--- src/rtl/vvalu_cfg_pkg.sv ---
`default_nettype none
// ---------------------------------------------------------------------------
// vvalu_cfg_pkg : shared types and constants for the VVALU firmware loader
// Revision      : 1.0
// ---------------------------------------------------------------------------
package vvalu_cfg_pkg;

  typedef enum logic [1:0] {
    ST_IDLE    = 2'd0,
    ST_COLLECT = 2'd1,
    ST_DISCARD = 2'd2,
    ST_PENDING = 2'd3
  } cfg_state_t;

  localparam int CFG_PKT_BYTES = 7;
  localparam int NUM_FIELDS    = CFG_PKT_BYTES - 1;

  localparam int FLD_OP         = 0;
  localparam int FLD_ADDR_RD    = 1;
  localparam int FLD_COND       = 2;
  localparam int FLD_CACHE      = 3;
  localparam int FLD_CACHE_ADDR = 4;
  localparam int FLD_CACHE_COND = 5;

endpackage
`default_nettype wire

--- src/rtl/vvalu_fw_config_loader.sv ---
`default_nettype none
// ---------------------------------------------------------------------------
// vvalu_fw_config_loader : byte-serial loader for the VVALU firmware chain tables
// Revision               : 1.0
// ---------------------------------------------------------------------------
module vvalu_fw_config_loader
  import vvalu_cfg_pkg::*;
#(
  parameter int                      MAX_CHAINS                  = 4,
  parameter logic [7:0]              PERSONAL_CONFIG_ID          = 8'd0,
  parameter logic [8*MAX_CHAINS-1:0] INITIAL_FIRMWARE_OP         = '0,
  parameter logic [8*MAX_CHAINS-1:0] INITIAL_FIRMWARE_ADDR_RD    = '0,
  parameter logic [8*MAX_CHAINS-1:0] INITIAL_FIRMWARE_COND       = '0,
  parameter logic [8*MAX_CHAINS-1:0] INITIAL_FIRMWARE_CACHE      = '0,
  parameter logic [8*MAX_CHAINS-1:0] INITIAL_FIRMWARE_CACHE_ADDR = '0,
  parameter logic [8*MAX_CHAINS-1:0] INITIAL_FIRMWARE_CACHE_COND = '0
) (
  input  logic                      clk,
  input  logic                      reset,
  input  logic                      tracing,
  input  logic                      config_valid,
  input  logic [7:0]                configId,
  input  logic [7:0]                configData,
  output logic                      config_ready,
  output logic [8*MAX_CHAINS-1:0]   firmware_op,
  output logic [8*MAX_CHAINS-1:0]   firmware_addr_rd,
  output logic [8*MAX_CHAINS-1:0]   firmware_cond,
  output logic [8*MAX_CHAINS-1:0]   firmware_cache,
  output logic [8*MAX_CHAINS-1:0]   firmware_cache_addr,
  output logic [8*MAX_CHAINS-1:0]   firmware_cache_cond,
  output logic                      cfg_done,
  output logic                      cfg_error
);

  localparam int IDX_W = (MAX_CHAINS > 1) ? $clog2(MAX_CHAINS) : 1;

  cfg_state_t       r_state, w_next_state;
  logic [2:0]       r_count;
  logic [IDX_W-1:0] r_index;
  logic [7:0]       r_shadow [NUM_FIELDS];
  logic             r_error, r_done;
  logic             w_id_match, w_accept, w_abort, w_commit, w_idx_ok, w_last;

  always_comb begin
    w_id_match   = (configId == PERSONAL_CONFIG_ID);
    config_ready = (r_state != ST_PENDING);
    w_accept     = config_valid && config_ready && w_id_match;
    // A foreign byte mid-packet kills the packet but is not consumed.
    w_abort      = config_valid && !w_id_match &&
                   ((r_state == ST_COLLECT) || (r_state == ST_DISCARD));
    w_commit     = (r_state == ST_PENDING) && !tracing;
    w_idx_ok     = ({24'd0, configData} < 32'(MAX_CHAINS));
    w_last       = (r_count == 3'(CFG_PKT_BYTES - 1));
    w_next_state = r_state;
    case (r_state)
      ST_IDLE:    if (w_accept) w_next_state = w_idx_ok ? ST_COLLECT : ST_DISCARD;
      ST_COLLECT: if (w_abort) w_next_state = ST_IDLE;
                  else if (w_accept && w_last) w_next_state = ST_PENDING;
      ST_DISCARD: if (w_abort || (w_accept && w_last)) w_next_state = ST_IDLE;
      ST_PENDING: if (w_commit) w_next_state = ST_IDLE;
      default:    w_next_state = ST_IDLE;
    endcase
  end

  always_ff @(posedge clk) begin
    if (reset) begin
      r_state <= ST_IDLE;
      r_count <= '0;
      r_index <= '0;
      r_error <= 1'b0;
      r_done  <= 1'b0;
      for (int f = 0; f < NUM_FIELDS; f++) r_shadow[f] <= '0;
    end else begin
      r_state <= w_next_state;
      r_done  <= w_commit;
      if (w_abort) begin
        r_error <= 1'b1;
        r_count <= '0;
      end
      case (r_state)
        ST_IDLE: if (w_accept) begin
          r_count <= 3'd1;
          if (w_idx_ok) r_index <= configData[IDX_W-1:0];
          else          r_error <= 1'b1;
        end
        ST_COLLECT: if (w_accept) begin
          for (int f = 0; f < NUM_FIELDS; f++)
            if (r_count == 3'(f + 1)) r_shadow[f] <= configData;
          r_count <= w_last ? 3'd0 : r_count + 3'd1;
        end
        ST_DISCARD: if (w_accept) r_count <= w_last ? 3'd0 : r_count + 3'd1;
        default: ;
      endcase
    end
  end

  assign cfg_done  = r_done;
  assign cfg_error = r_error;

  for (genvar c = 0; c < MAX_CHAINS; c++) begin : g_chain
    logic [7:0] r_entry [NUM_FIELDS];

    always_ff @(posedge clk) begin
      if (reset) begin
        r_entry[FLD_OP]         <= INITIAL_FIRMWARE_OP[8*c +: 8];
        r_entry[FLD_ADDR_RD]    <= INITIAL_FIRMWARE_ADDR_RD[8*c +: 8];
        r_entry[FLD_COND]       <= INITIAL_FIRMWARE_COND[8*c +: 8];
        r_entry[FLD_CACHE]      <= INITIAL_FIRMWARE_CACHE[8*c +: 8];
        r_entry[FLD_CACHE_ADDR] <= INITIAL_FIRMWARE_CACHE_ADDR[8*c +: 8];
        r_entry[FLD_CACHE_COND] <= INITIAL_FIRMWARE_CACHE_COND[8*c +: 8];
      end else if (w_commit && (r_index == IDX_W'(c))) begin
        for (int f = 0; f < NUM_FIELDS; f++) r_entry[f] <= r_shadow[f];
      end
    end

    assign firmware_op[8*c +: 8]         = r_entry[FLD_OP];
    assign firmware_addr_rd[8*c +: 8]    = r_entry[FLD_ADDR_RD];
    assign firmware_cond[8*c +: 8]       = r_entry[FLD_COND];
    assign firmware_cache[8*c +: 8]      = r_entry[FLD_CACHE];
    assign firmware_cache_addr[8*c +: 8] = r_entry[FLD_CACHE_ADDR];
    assign firmware_cache_cond[8*c +: 8] = r_entry[FLD_CACHE_COND];
  end

endmodule
`default_nettype wire
--- config.mk ---
export PLATFORM = sky130hd
export DESIGN_NAME = vvalu_fw_config_loader
export DESIGN_NICKNAME = d
export VERILOG_FILES = /design/src/rtl/vvalu_cfg_pkg.sv /design/src/rtl/vvalu_fw_config_loader.sv
export SDC_FILE = /design/constraint.sdc
export NUM_CORES = 1
export LEC_CHECK = 0
export ABC_AREA = 1
export CORE_UTILIZATION = 33
export DETAILED_ROUTE_END_ITERATION = 6
export PLACE_DENSITY = 0.67
export SLEW_MARGIN = 20
export SYNTH_ARGS = -nofsm -noshare
export SYNTH_HDL_FRONTEND = slang
export SYNTH_SLANG_ARGS = --single-unit
--- constraint.sdc ---
create_clock -name clk -period 11.8 [get_ports clk]
set_input_delay 2.36 -clock clk [delete_from_list [all_inputs] [get_ports clk]]
set_output_delay 2.36 -clock clk [all_outputs]
set_load 0.02 [all_outputs]
Word level (Yosys, flattened, before mapping)
Memories as Yosys holds them, arrays and structs flattened.
Cells that the tools add are included.
{"block": "totals", "reg_bits": 9, "latch_bits": 0, "ram_bits": 240, "mem_bits_ro": 0, "inputBits": 20, "out_inout_bits": 195, "elab_cells": 169, "memories": 5}
{"memory": "g_chain[0].r_entry", "depth": 6, "word_bits": 8, "read_ports": 6, "rd_clocked_by_memory_dff": 0, "wr": 6, "line": "vvalu_fw_config_loader.sv:101", "rtl": "logic [7:0] r_entry [NUM_FIELDS];"}
{"memory": "g_chain[1].r_entry", "depth": 6, "word_bits": 8, "read_ports": 6, "rd_clocked_by_memory_dff": 0, "wr": 6, "line": "vvalu_fw_config_loader.sv:101"}
{"memory": "g_chain[2].r_entry", "depth": 6, "word_bits": 8, "read_ports": 6, "rd_clocked_by_memory_dff": 0, "wr": 6, "line": "vvalu_fw_config_loader.sv:101"}
{"memory": "g_chain[3].r_entry", "depth": 6, "word_bits": 8, "read_ports": 6, "rd_clocked_by_memory_dff": 0, "wr": 6, "line": "vvalu_fw_config_loader.sv:101"}
{"memory": "r_shadow", "depth": 6, "word_bits": 8, "read_ports": 6, "rd_clocked_by_memory_dff": 0, "wr": 6, "line": "vvalu_fw_config_loader.sv:40", "rtl": "logic [7:0] r_shadow [NUM_FIELDS];"}
{"block": "op_classes", "add_sub_neg": 1, "mul": 0, "div_mod_pow": 0, "magnitude_cmp": 1, "n_eq_ne": 17, "shift": 0, "n_mux": 90, "bitwise_logic": 30, "n_reduce_logical": 20}
{"operator": "8-bit two-way mux", "count": 30}
{"operator": "1-bit two-way mux", "count": 48}
{"operator": "1-bit OR", "count": 30}
{"operator": "2-bit two-way mux", "count": 6}
{"operator": "3-bit two-way mux", "count": 4}
{"operator": "1-bit logical AND", "count": 10}
{"operator": "3-bit == test (second input constant)", "count": 3}
{"operator": "2-bit == test (second input constant)", "count": 4}
{"operator": "8-bit zero test", "count": 1}
{"operator": "8-bit by 3-bit less-than comparator with 1-bit output (second input constant)", "count": 1}
{"operator": "2-bit one-hot mux with 4 select lines", "count": 1}
{"operator": "3-bit by 2-bit == test with 1-bit output (second input constant)", "count": 2}
{"operator": "2-bit != test (second input constant)", "count": 3}
{"operator": "3-bit one-hot mux with 2 select lines", "count": 1}
{"operator": "2-bit by 1-bit == test with 1-bit output (second input constant)", "count": 2}
{"operator": "2-bit zero test", "count": 2}
{"operator": "4-bit AND reduction", "count": 1}
{"operator": "3-bit by 1-bit adder with 3-bit output (second input constant)", "count": 1}
{"operator": "3-bit by 1-bit == test with 1-bit output (second input constant)", "count": 1}
{"operator": "3-bit by 2-bit != test with 1-bit output (second input constant)", "count": 1}
{"operator": "3-bit AND reduction", "count": 1}
{"operator": "1-bit zero test", "count": 2}
{"operator": "1-bit logical OR", "count": 2}
{"operator": "2-bit by 1-bit != test with 1-bit output (second input constant)", "count": 1}
{"operator": "2-bit OR reduction", "count": 1}

Depth between registers and ports, before layout
Gate-level depths: netlist of run 1.
{"block": "depth", "depth_word": 8, "mapped_depth": 11}

Worst setup path after synthesis of run 1
No wires, ideal clock.
{"block": "synth_timing", "path_type": "input to register", "startpoint": "in tracing", "endpoint": "mem g_chain[2].r_entry[0][0], enable pin", "t_arrival_ps": 6212, "t_required_ps": 11275, "slack_ps": 5063, "path_stages": 3, "path_buffers": 0, "cell_sequence": "nor2_2 > inv_1 > o31ai_1"}
{"item": "start: declaration", "line": "vvalu_fw_config_loader.sv:20", "rtl": "input logic tracing,"}
{"item": "end: declaration", "line": "vvalu_fw_config_loader.sv:101"}

==> results.md, run 1 <==
- The run finished with clean final reports.
- Compared with the post-synthesis result, the final layout area differs by 37.3%.
- OpenSTA, run right after detailed placement, puts the worst setup slack at 6340 ps.
- The portion of total power attributed to combinational logic is 0.099.
- After clock tree synthesis, the repair step resized 0 gates.
- The number of core rows is 60.
- Hold repair after CTS inserted 0 buffers.
- Dividing the final minimum period by the clock period gives 0.414.
- Dividing the detail-routed via count by the number of cells gives 4.51.
- Between clock sinks in the finished design, the worst skew comes to 17.0 ps.
- Clock-pin slew was measured on the worst setup and hold paths at 60 ps.
- The maximum buffer depth of the clock tree is 3.
- A synthesized cell averages 13.5 um^2.
- Setup slack on the critical path of the routed design comes to 6910 ps.
- Summed over all failing endpoints, the final setup total negative slack is 0 ps.
- The startpoint type of the worst setup path is an input port.
- The worst register-to-register path begins at r_state[1].
- The residual overflow from global routing is 0.
- The net count after synthesis is 712.
- The time the worst path needs with I/O delays and setup is 4890 ps.
- The number of nets with antenna violations after detailed routing is 0.
- In this run the cell area measured after placement is 11900 um^2.
- The later pin in the worst-skew pair is clocked with a latency of 520 ps.
- Setup repair after global routing left no endpoint under its margin.
- The layout net count is 939.
- On the final layout, the worst hold slack is 512 ps.
- The launch instance of the worst min-delay path is cfg_error.
- The achievable clock frequency is 204 MHz.
- The routed layout has 5886 vias.
- The number of global-route vias before repair is 5835.
- The number of inserted filler cells in the final layout is 2420.
- The pre-antenna-repair detailed-routing pass consisted of 5 iterations.
- The DRC violation total after the first TritonRoute iteration is 454.
- The completed layout was analyzed and its total power is 2.04 mW.
- The worst setup path is of the in -> reg kind.
- Routability-driven placement finished with a final weighted congestion of 0.735.
- The starting utilization of the core area is 0.340.
- The finished cells cover 12700 um^2.
- The die covers 28800 um^2.
- The overall routing resource usage is 0.160.
- The maximum level of the CTS H-tree is 1.
- The clock power share is 0.403.
- For this block, the routed nets add up to 23200 um of wire.
- The final hold violation count is 0.
- Clock tree synthesis inserted a total of 26 buffers.
- The die is 170 um tall.
- The first global-routing pass estimated 34500 um of wire.
- The die is 170 um wide.
- On the critical path, the stage with the largest delay is an instance of sky130_fd_sc_hd__nand4_1.
- The number of buffers inserted by port buffering is 214.
- The largest vdd supply drop is 0.000104 V.
- Leaving out fill and tap cells, the most frequent cells in the layout are sky130_fd_sc_hd__nor2_1 (253), sky130_fd_sc_hd__edfxtp_1 (240), sky130_fd_sc_hd__clkdlybuf4s50_1 (214).
- The share of total power dissipated in sequential elements is 0.498.
- In this run the clock root is driven by a sky130_fd_sc_hd__clkbuf_16.
- Internal power comes to 1.58 mW.
- Of the cells placed in the final design, the portion with a size suffix greater than 1 is 0.0708.
- The setup check on the worst reg-to-reg path leaves a slack of 9050 ps.
- The post-synthesis cell area is 9270 um^2.
- During I/O placement, the number of pins put on the boundary was 215.
- The sort of element at the end of the critical path is a flop.
- For this run, the register share of the synthesized area comes to 0.797.
- The synthesized instance count is 687.
- Setup violations remaining at the end of the flow were counted as 0.
- The number of buffers inserted by post-CTS setup repair is 0.
- For this run, the slowest stage of the critical path takes 750 ps.
- The path with the worst hold slack has its endpoint at cfg_error.
- The count of different cell masters after synthesis is 28.
- The remaining routing DRC violations is 0.
- The number of antenna violations at the first check in global routing is 0.
- The cell depth of the worst hold path is 2.
- In this run the tightest slew margin relative to its limit is 0.479.
- Detailed placement finished with a half-perimeter wire length of 15100 um.
- The number of synthesized register bits is 249.
- In this run the standard cell core region covers 27300 um^2.
- The multi-input combinational cells in the finished layout cover a total of 1530 um^2.
- The endpoint of the lowest-slack register-to-register path is g_chain[3].r_entry[0][3].
- At the worst endpoint, the arrival time is 5250 ps.
- The count of final max-slew check failures is 0.
- The repair_antennas step left the layout with diodes totalling 0.
- Data on the critical path is required at its endpoint by 12160 ps.
- The CTS tree is done.
- The highest net fanout along the worst path is 33.
- The analysis attributes to cell leakage a power of 4.73 nW.
- Leaving out fill and tap cells, the most frequent cell in the layout is sky130_fd_sc_hd__nor2_1.
- The number of cells traversed by the worst register-to-register path is 6.
- Walking the worst path, the cells encountered are clkdlybuf4s50_1, inv_1, nand4_1, buf_4, nor2_1.
- The tree built by TritonCTS fans out to 249 sinks.
- Power spread over the standard cell area amounts to 161 nW/um^2.
- For this design the total switching power over the nets is 461 uW.
- The min-delay analysis places its worst path in the category reg -> reg.
- Yosys printed 0 warnings.
- Of the total power, the share spent switching nets is 0.226.
- Entering global routing, the biggest net connects 49 pins.
- The average routed wire per standard cell is 17.8 um.
- The sequential standard cell area is 7390 um^2.
- At the pin with the least slew margin, the transition time is 781 ps.
- Max-cap violations in this run came to 0.
-- flip-flops by register name, summed over array words and instances, names as in the netlist --
name,cells
cfg_done,1
cfg_error,1
g_chain.r_entry,192
r_count,3
r_index,2
r_shadow,48
r_state,2
-- cell type report --
cell class	count	share of cell area
inverter	74	0.0219
tap	372	0.0366
timing repair buffer	223	0.174
multi-input combinational	340	0.120
sequential	249	0.580
clock buffer	32	0.0545
clock inverter	14	0.0133
-- power by group through the flow --
stage	registers [mW]	logic, mW	clock network, mW
2_1_floorplan	1.07	0.0754	0
3_3_place_gp	1.04	0.201	0
3_5_place_dp	1.04	0.205	0
4_1_cts	1.02	0.206	0.843
5_1_grt	1.02	0.219	0.873
6_report	1.02	0.202	0.824
-- cells by family after synthesis --
group / count (synthesis) / synth area share
compound gates: 18 / 0.0111
buf+inv: 98 / 0.0444
flops: 249 / 0.797
fa+ha+maj: 5 / 0.00675
simple gates: 317 / 0.141
-- worst max-delay path by stage --
stage | depth (start not counted) | endpoint | slack [ps] | start
after CTS | 5 | g_chain[1].r_entry[1][3] | 6900 | reset
after floorplan | 3 | g_chain[2].r_entry[0][0] | 5060 | tracing
final | 5 | g_chain[1].r_entry[1][4] | 6910 | reset
after detailed placement | 5 | g_chain[1].r_entry[1][3] | 6340 | reset
after global routing | 5 | g_chain[1].r_entry[1][3] | 6650 | reset
after global placement | 5 | g_chain[1].r_entry[5][5] | 6540 | reset
-- layer usage --
layer / track usage / share of wire / vias to the layer above
li1: - / - / 2751
met1: 0.204 / 0.42 / 2885
met3: 0.0354 / 0.062 / 33
met2: 0.277 / 0.50 / 217
met4: 0.0376 / 0.018 / 0
met5: 0 / 0 / -
-- Yosys cell counts --
cell / n / area share
sky130_fd_sc_hd__a21oi_1: 7 / 0.0038
sky130_fd_sc_hd__buf_2: 13 / 0.0070
sky130_fd_sc_hd__buf_4: 7 / 0.0057
sky130_fd_sc_hd__clkbuf_1: 4 / 0.0016
sky130_fd_sc_hd__clkinv_2: 1 / 0.00054
sky130_fd_sc_hd__dfxtp_1: 9 / 0.019
sky130_fd_sc_hd__edfxtp_1: 240 / 0.78
sky130_fd_sc_hd__ha_1: 5 / 0.0067
sky130_fd_sc_hd__inv_1: 73 / 0.030
sky130_fd_sc_hd__nand2_1: 31 / 0.013
sky130_fd_sc_hd__nand2_2: 3 / 0.0020
sky130_fd_sc_hd__nand2_4: 1 / 0.0012
sky130_fd_sc_hd__nand3_1: 3 / 0.0016
sky130_fd_sc_hd__nand3_2: 1 / 0.0011
sky130_fd_sc_hd__nand4_1: 5 / 0.0034
sky130_fd_sc_hd__nand4_2: 2 / 0.0027
sky130_fd_sc_hd__nor2_1: 253 / 0.10
sky130_fd_sc_hd__nor2_2: 2 / 0.0013
sky130_fd_sc_hd__nor3_1: 8 / 0.0043
sky130_fd_sc_hd__nor3_2: 1 / 0.0011
sky130_fd_sc_hd__nor4_2: 1 / 0.0013
sky130_fd_sc_hd__nor4_4: 1 / 0.0023
sky130_fd_sc_hd__o211ai_1: 1 / 0.00081
sky130_fd_sc_hd__o21ai_0: 5 / 0.0027
sky130_fd_sc_hd__o21ai_1: 1 / 0.00054
sky130_fd_sc_hd__o31ai_1: 4 / 0.0032
sky130_fd_sc_hd__or2_2: 4 / 0.0027
sky130_fd_sc_hd__or2_4: 1 / 0.00094
-- critical path: cells and delay by family --
| family | cells | cell delay [ps] |
|---|---|---|
| buffers and inverters | 3 | 1940 |
| and+or+nand+nor | 2 | 900 |
-- per-stage QoR --
step                      utilization  instances
after floorplan                     -        687
after global placement          0.436       1258
after detailed placement        0.436       1258
after CTS                       0.467       1304
after global routing            0.467       1304
final                           0.467       1304
Note: power is estimated with default switching activity, not from simulation.
==> inputs of run 2 (changes only) <==
--- a/config.mk
+++ b/config.mk
@@ -8,7 +8,7 @@
 export ABC_AREA = 1
 export CORE_UTILIZATION = 33
 export DETAILED_ROUTE_END_ITERATION = 6
-export PLACE_DENSITY = 0.67
+export PLACE_DENSITY = 0.69
 export SLEW_MARGIN = 20
 export SYNTH_ARGS = -nofsm -noshare
 export SYNTH_HDL_FRONTEND = slang
==> constraint.sdc (replaced) <==
create_clock -name clk -period 4.05 [get_ports clk]
set_input_delay 0.81 -clock clk [delete_from_list [all_inputs] [get_ports clk]]
set_output_delay 0.81 -clock clk [all_outputs]
set_load 0.02 [all_outputs]
==> run 2 against run 1 <==
  * Global-route usage is 0.38 points lower
  * Power rose to 2.8 times the previous value
  * Routed wire length decreased by 2.5%
  * Critical endpoint is now config_ready
  * Cell count up 0.23%
  * First-iteration DRC count rose by 8.8%
  * Critical path type is now reg -> out
  * Via count decreased by 0.75%
  * Count of clock-buffer cells in the layout fell by 4
==> results.md, run 2 (synthesis gave the netlist of run 1 again) <==
- The biggest cell delay along the critical path is 640 ps (-110 ps).
- The routed length on met1 was 9390 um (-4.1%).
- The flip-flop count of the largest register after layout is 192 (unchanged).
- The number of cells in the finished layout apart from fillers is 1307 (+0.23%).
- The total die area is 28800 um^2 (unchanged).
- The number of antenna violations at the first check in global routing came to 0 (unchanged).
- The signal on the critical path passes through ha_1, inv_1, clkdlybuf4s50_1.
- The number of buffers added by the clock tree synthesis step is 25 (-3.8%).
- The final hold violation count was 0 (unchanged).
- The portion of the clock cycle consumed by the worst path in the final layout is 0.658.
- The highest net fanout along the worst path came to 4 (-88%).
- The slew at the pin closest to its max-slew limit is 814 ps (+32.9 ps).
- The achievable clock frequency is 375 MHz.
- The count of final max-slew check failures is 0 (unchanged).
- The number of core rows is 60 (unchanged).
- The total placed cells including tap cells is 1263 (+0.40%).
- The sort of element at the end of the critical path is a primary output.
- The average routed wire per standard cell is 17.3 um (-2.7%).
- The area growth from synthesis to final layout is 36.8%.
- The final non-filler cell area is 12700 um^2 (-0.40%).
- The top cell types in the final layout, fill and taps aside, are sky130_fd_sc_hd__nor2_1 (253), sky130_fd_sc_hd__edfxtp_1 (240), sky130_fd_sc_hd__clkdlybuf4s50_1 (214).
- The share of post-route cells with drive strength above 1 is 0.0791 (+0.00833).
- The CTS tree is done.
- The number of global-route vias before repair is 5721 (-2.0%).
- The maximum buffer depth of the clock tree came to 3 (unchanged).
- The remaining routing DRC violations is 0 (unchanged).
- The number of inserted filler cells in the final layout is 2374 (-1.9%).
- The largest net degree at the start of global routing was 49 (unchanged).
- The maximum level of the CTS H-tree came to 1 (unchanged).
- The aggregate negative setup slack is 0 ps (unchanged).
- The most common cell after layout, fill and taps aside is sky130_fd_sc_hd__nor2_1.
- The sequential standard cell area came to 7390 um^2 (unchanged).
- The via density per instance was 4.47 (-0.98%).
- The length of the first detailed-routing pass in iterations came to 5 (unchanged).
- The critical path is of the reg -> out type.
- The latest clock arrival within the worst-skew pair is 510 ps (about the same).
- The global-route wire length before repair is 33500 um (-2.8%).
- The total setup violations reported at the end of the flow was 0 (unchanged).
- The number of buffers inserted by post-CTS setup repair was 0 (unchanged).
- The core outline area came to 27300 um^2 (unchanged).
- The number of nets with antenna violations after detailed routing is 0 (unchanged).
- The area taken by multi-input logic gates was 1530 um^2 (unchanged).
- Ranked by flip-flop count, first place goes to g_chain.r_entry.
- The number of buffer and inverter instances along the worst setup path is 2 (-1).
- The detailed-route via count is 5842 (-0.75%).
- The routability congestion estimate from global placement is 0.839 (+14%).
- The clock sink count is 249 (unchanged).
- The starting utilization of the core area is 0.340 (unchanged).
- Setup repair after global routing left no endpoint under its margin.
- The total power consumption of the routed design came to 5.76 mW (+180%).
- The die height came to 170 um (unchanged).
- The antenna diode instance count is 0 (unchanged).
- The layout net count was 943 (+0.43%).
- The startpoint type of the worst setup path is a flop.
- The power density normalized to cell area is 454 nW/um^2 (+180%).
- In the final layout, the registers with the most flip-flops are g_chain.r_entry: 192 flops, r_shadow: 48 flops, r_count: 3 flops.
- The residual overflow from global routing is 0 (unchanged).
- The width of the chip is 170 um (unchanged).
- The required time at the worst-slack endpoint is 3240 ps (-8920 ps).
- The run finished with clean final reports.
- The number of buffers inserted by port buffering is 214 (unchanged).
- The DRC violation total after the first TritonRoute iteration came to 494 (+8.8%).
- The half-perimeter wire length after detailed placement is 15200 um (+0.60%).
- The headroom to the max-slew limit came to 0.457 (-0.0220).
- The cell at the root of the clock tree is sky130_fd_sc_hd__clkbuf_16.
- The number of buffers inserted for hold repair after clock tree synthesis came to 0 (unchanged).
- The worst clock skew was 16.6 ps (-0.436 ps).
- The highest layer used for signal routing is met4.
- The standby leakage power came to 4.72 nW (-0.34%).
- The clock edge transition at the registers on the reported setup and hold paths is 60 ps (about the same).
- The post-detailed-routing wire length came to 22600 um (-2.5%).
- The number of maximum-capacitance constraint violations is 0 (unchanged).
- The path class of the tightest hold or removal check is reg -> reg.
- The wire length on met3 is 1520 um (+6.2%).
- The signal arrival time at the worst endpoint came to 1860 ps (-3390 ps).
- The time the worst path needs with I/O delays and setup is 2670 ps.
- The cell with the largest stage delay on the worst path is sky130_fd_sc_hd__clkdlybuf4s50_1.
- The number of top-level pins is 215 (unchanged).
- The overall routing resource usage was 0.156 (-0.00384).
- The cell area after placement is 11900 um^2 (+0.32%).
- The largest vdd supply drop was 0.000331 V (+220%).
- The post-cts resize count came to 0 (unchanged).
- The cell type group with the largest total delay on the critical path is buffers and inverters.
- The met2 wirelength from detailed routing is 11300 um (-1.6%).
==> run 2: changes by cell type in the layout (fill, tap and decap cells not counted) <==
cell                         previous run  this run
sky130_fd_sc_hd__buf_4                  9        14
sky130_fd_sc_hd__clkinv_2               3         8
sky130_fd_sc_hd__clkinv_1               6         3
sky130_fd_sc_hd__bufinv_16              4         2
sky130_fd_sc_hd__clkbuf_1               5         3
sky130_fd_sc_hd__clkbuf_16             27        25
sky130_fd_sc_hd__clkinvlp_4             1         3
==> run 2: worst register-to-register path, stage by stage, from the launching register on <==
cell	delay (ps)
sky130_fd_sc_hd__dfxtp_1	400
sky130_fd_sc_hd__ha_1	230
sky130_fd_sc_hd__inv_1	100
sky130_fd_sc_hd__nor2_2	230
sky130_fd_sc_hd__inv_1	250
sky130_fd_sc_hd__o31ai_4	240
sky130_fd_sc_hd__buf_4	480
==> run 2: final timing paths <==
path	from	to	slack (ps)	cells past startpoint
worst max-delay path	r_state[1]	config_ready	1380	3
worst min-delay path	cfg_error	cfg_error	520	2
worst max register to register	r_state[1]	g_chain[0].r_entry[1][0]	1740	6
worst min register to register	cfg_error	cfg_error	520	2
==> run 2: layout make-up <==
| class | count | area share |
|---|---|---|
| sequential | 249 | 0.583 |
| timing repair buffer | 228 | 0.177 |
| tap | 372 | 0.0367 |
| clock inverter | 16 | 0.0109 |
| clock buffer | 28 | 0.0502 |
| multi-input combinational | 340 | 0.120 |
| inverter | 74 | 0.0220 |
==> run 2: layer usage <==
metal | vias up | GRT usage
met4 | 0 | 0.0356
met1 | 2865 | 0.195
met2 | 205 | 0.274
li1 | 2747 | -
met5 | - | 0
met3 | 25 | 0.0364
==> run 2: metrics by stage <==
step,hold slack [ps],setup WS [ps],utilization
6_report,523,1380,0.465
5_1_grt,541,1270,0.465
4_1_cts,520,1370,0.465
3_5_place_dp,498,984,0.437
3_3_place_gp,501,1010,0.437
2_1_floorplan,487,-1140,-
==> run 2: power breakdown <==
group / switching, mW / internal, mW / leakage, nW
logic: 0.368 / 0.226 / 1.79
clock network: 0.939 / 1.26 / 0.377
registers: 0.0428 / 2.92 / 2.55
==> inputs of run 3 (changes only) <==
==> constraint.sdc (replaced) <==
create_clock -name clk -period 2.2 [get_ports clk]
set_input_delay 0.44 -clock clk [delete_from_list [all_inputs] [get_ports clk]]
set_output_delay 0.44 -clock clk [all_outputs]
set_load 0.02 [all_outputs]
==> run 3 against run 2 <==
  * Sequential power is 85% higher
  * Flip-flop and latch count is the same
  * Sequential share of layout area fell by 0.77 points
  * Worst hold slack gained 2.8 ps
  * Largest power group unchanged
  * Die area unchanged
  * Combinational power increased by 85%
  * Highest routed layer unchanged
  * Worst setup slack lost 1200 ps
  * Count of clock-buffer cells in the layout up 2
  * Register-to-register slack worse by 1500 ps
  * Routed wire length increased by 1.0%
  * Critical path depth down 2
  * Via count hardly changed
==> results.md, run 3 (synthesis gave the netlist of run 1 again) <==
- The flow ran to the end, and the final reports show no timing, DRC or antenna violations.
- The maximum buffer depth of the clock tree is 3 (unchanged).
- TritonCTS built the clock tree.
- The count of final max-slew check failures is 0 (unchanged).
- The number of cells in the finished layout apart from fillers is 1324 (+1.3%).
- The number of maximum-capacitance constraint violations is 0 (unchanged).
- The final hold violation count is 0 (unchanged).
- The length of the first detailed-routing pass in iterations is 5 (unchanged).
- Timing would allow up to 507 MHz.
- The type of the tightest min-delay check is reg -> reg.
- The number of nets with antenna violations after detailed routing is 0 (unchanged).
- The total die area is 28800 um^2 (unchanged).
- The met3 layer usage reported by global route is 0.0366 (+0.000233).
- The sequential standard cell area was 7390 um^2 (about the same).
- The power density normalized to cell area is 827 nW/um^2 (+82%).
- The startpoint type of the worst setup path is a flop.
- The headroom to the max-slew limit was 0.727 (+0.270).
- The layout net count was 958 (+1.6%).
- The average routed wire per standard cell is 17.2 um (-0.26%).
- The clock edge transition at the registers on the reported setup and hold paths came to 60 ps (about the same).
- The overall routing resource usage was 0.156 (-0.000362).
- The number of buffers inserted by port buffering is 214 (unchanged).
- The number of buffers inserted by post-CTS setup repair is 0 (unchanged).
- The library cell used most frequently in the layout, excluding fill and tap cells, is sky130_fd_sc_hd__nor2_1.
- The detailed-route via count was 5841 (-0.017%).
- The standby leakage power is 4.80 nW (+1.8%).
- The via density per instance was 4.41 (-1.3%).
- The routability congestion estimate from global placement is 0.861 (+2.6%).
- The remaining routing DRC violations came to 0 (unchanged).
- The slew at the pin closest to its max-slew limit is 409 ps (-405 ps).
- The highest net fanout along the worst path is 1 (-3).
- The cell with the largest stage delay on the worst path is sky130_fd_sc_hd__clkdlybuf4s50_1.
- The critical path goes through clkdlybuf4s50_1.
- The portion of the clock cycle consumed by the worst path in the final layout is 0.896.
- The number of top-level pins is 215 (unchanged).
- The total setup violations reported at the end of the flow is 0 (unchanged).
- The number of global-route vias before repair is 5814 (+1.6%).
- The largest vdd supply drop was 0.000540 V (+63%).
- The worst clock skew is 13.8 ps (-2.81 ps).
- The DRC violation total after the first TritonRoute iteration is 648 (+31%).
- The cell at the root of the clock tree is sky130_fd_sc_hd__clkbuf_16.
- Grouping stages by cell kind, the critical path spends the most delay in buffers and inverters.
- The residual overflow from global routing came to 0 (unchanged).
- The number of buffers added by the clock tree synthesis step is 25 (unchanged).
- The register name with the most flops is g_chain.r_entry.
- The final non-filler cell area is 12900 um^2 (+1.4%).
- The worst path in the final design needs a cycle of 1970 ps, including I/O delays and setup.
- The starting utilization of the core area is 0.340 (unchanged).
- The critical path is of the reg -> out type.
- The half-perimeter wire length after detailed placement is 16400 um (+8.2%).
- The largest registers in the layout are g_chain.r_entry: 192 flops, r_shadow: 48 flops, r_count: 3 flops.
- The layer carrying the most global-route usage is met2.
- The cell area after placement is 12100 um^2 (+1.5%).
- The required time at the worst-slack endpoint is 1760 ps (-1480 ps).
- Compared with the post-synthesis result, the final layout area differs by 38.7%.
- The largest net degree at the start of global routing came to 48 (-2.0%).
- The area taken by multi-input logic gates is 1550 um^2 (+1.1%).
- The global-route met1 utilization came to 0.199 (+0.00403).
- In the layout the commonest cells are sky130_fd_sc_hd__nor2_1 (253), sky130_fd_sc_hd__edfxtp_1 (240), sky130_fd_sc_hd__clkdlybuf4s50_1 (213).
- The latest clock arrival within the worst-skew pair was 520 ps (about the same).
- The biggest cell delay along the critical path came to 630 ps (about the same).
- The die height is 170 um (unchanged).
- The antenna diode instance count is 0 (unchanged).
- The maximum level of the CTS H-tree came to 1 (unchanged).
- The sort of element at the end of the critical path is a primary output.
- The clock sink count is 249 (unchanged).
- Setup repair after global routing left no endpoint under its margin.
- The number of antenna violations at the first check in global routing is 0 (unchanged).
- The met2 routing resource usage after global routing is 0.265 (-0.00820).
- The signal arrival time at the worst endpoint came to 1530 ps (-330 ps).
- The global-route wire length before repair came to 33700 um (+0.33%).
- The post-detailed-routing wire length is 22800 um (+1.0%).
- The flip-flop count of the largest register after layout is 192 (unchanged).
- The share of post-route cells with drive strength above 1 was 0.0935 (+0.0143).
- The width of the chip came to 170 um (unchanged).
- The core outline area is 27300 um^2 (unchanged).
- The number of inserted filler cells in the final layout is 2384 (+0.42%).
- The total placed cells including tap cells is 1278 (+1.2%).
- The number of buffer and inverter instances along the worst setup path was 1 (-1).
- The number of core rows was 60 (unchanged).
## run 3: cell types whose count changed in the layout (fill, tap and decap cells not counted), moves of 2 or more
cell / before / now
sky130_fd_sc_hd__buf_4: 14 / 26
sky130_fd_sc_hd__buf_12: 0 / 3
sky130_fd_sc_hd__dfxtp_1: 9 / 7
sky130_fd_sc_hd__clkinv_2: 8 / 5
sky130_fd_sc_hd__inv_1: 73 / 71
sky130_fd_sc_hd__clkbuf_1: 3 / 5
sky130_fd_sc_hd__dfxtp_2: 0 / 2
sky130_fd_sc_hd__clkinvlp_4: 3 / 0
sky130_fd_sc_hd__clkinv_1: 3 / 8
sky130_fd_sc_hd__inv_4: 0 / 2
## run 3: stage by stage
| stage | TNS, ps | hold WS, ps | power (mW) | utilization | setup WS, ps |
|---|---|---|---|---|---|
| final | 0 | 526 | 10.6 | 0.472 | 228 |
| after global routing | 0 | 545 | 11.0 | 0.472 | 169 |
| after CTS | 0 | 522 | 10.7 | 0.472 | 7.90 |
| after detailed placement | 0 | 512 | 6.69 | 0.443 | 6.73 |
| after global placement | 0 | 510 | 6.68 | 0.443 | 65.1 |
| after floorplan | -63120 | 487 | 6.17 | - | -329 |
## run 3: repair_timing
action | in CTS | in global routing
endpoints found under the setup margin | 0 | 1
resized for setup | 0 | 1
hold buffers | 0 | 0
## run 3: worst paths after layout
path	slack, ps	depth (start not counted)	endpoint	startpoint
max	230	1	firmware_cache_addr[23]	g_chain[2].r_entry[4][7]
min	530	2	r_count[1]	r_count[1]
max reg2reg	270	5	r_shadow[0][1]	r_state[1]
min reg2reg	530	2	r_count[1]	r_count[1]
## run 3: metal layers
layer / share of wire / vias up / wire length (um)
met1: 0.41 / 2815 / 9400
met3: 0.073 / 22 / 1670
met5: 0 / - / 0
li1: - / 2788 / -
met4: 0.014 / 0 / 327
met2: 0.50 / 216 / 11400
## run 3: power breakdown
group          internal, mW  switching [mW]  leakage [nW]
logic                 0.431           0.673          1.87
registers              5.38          0.0922          2.55
clock network          2.32            1.73         0.379
## run 3: cell type report
cell class              instances  share of cell area
clock buffers                  30              0.0501
inverters                      74              0.0221
flip-flops and latches        249               0.575
multi-input cells             340               0.120
repair buffers                243               0.187
well taps                     372              0.0362
clock inverters                16             0.00993
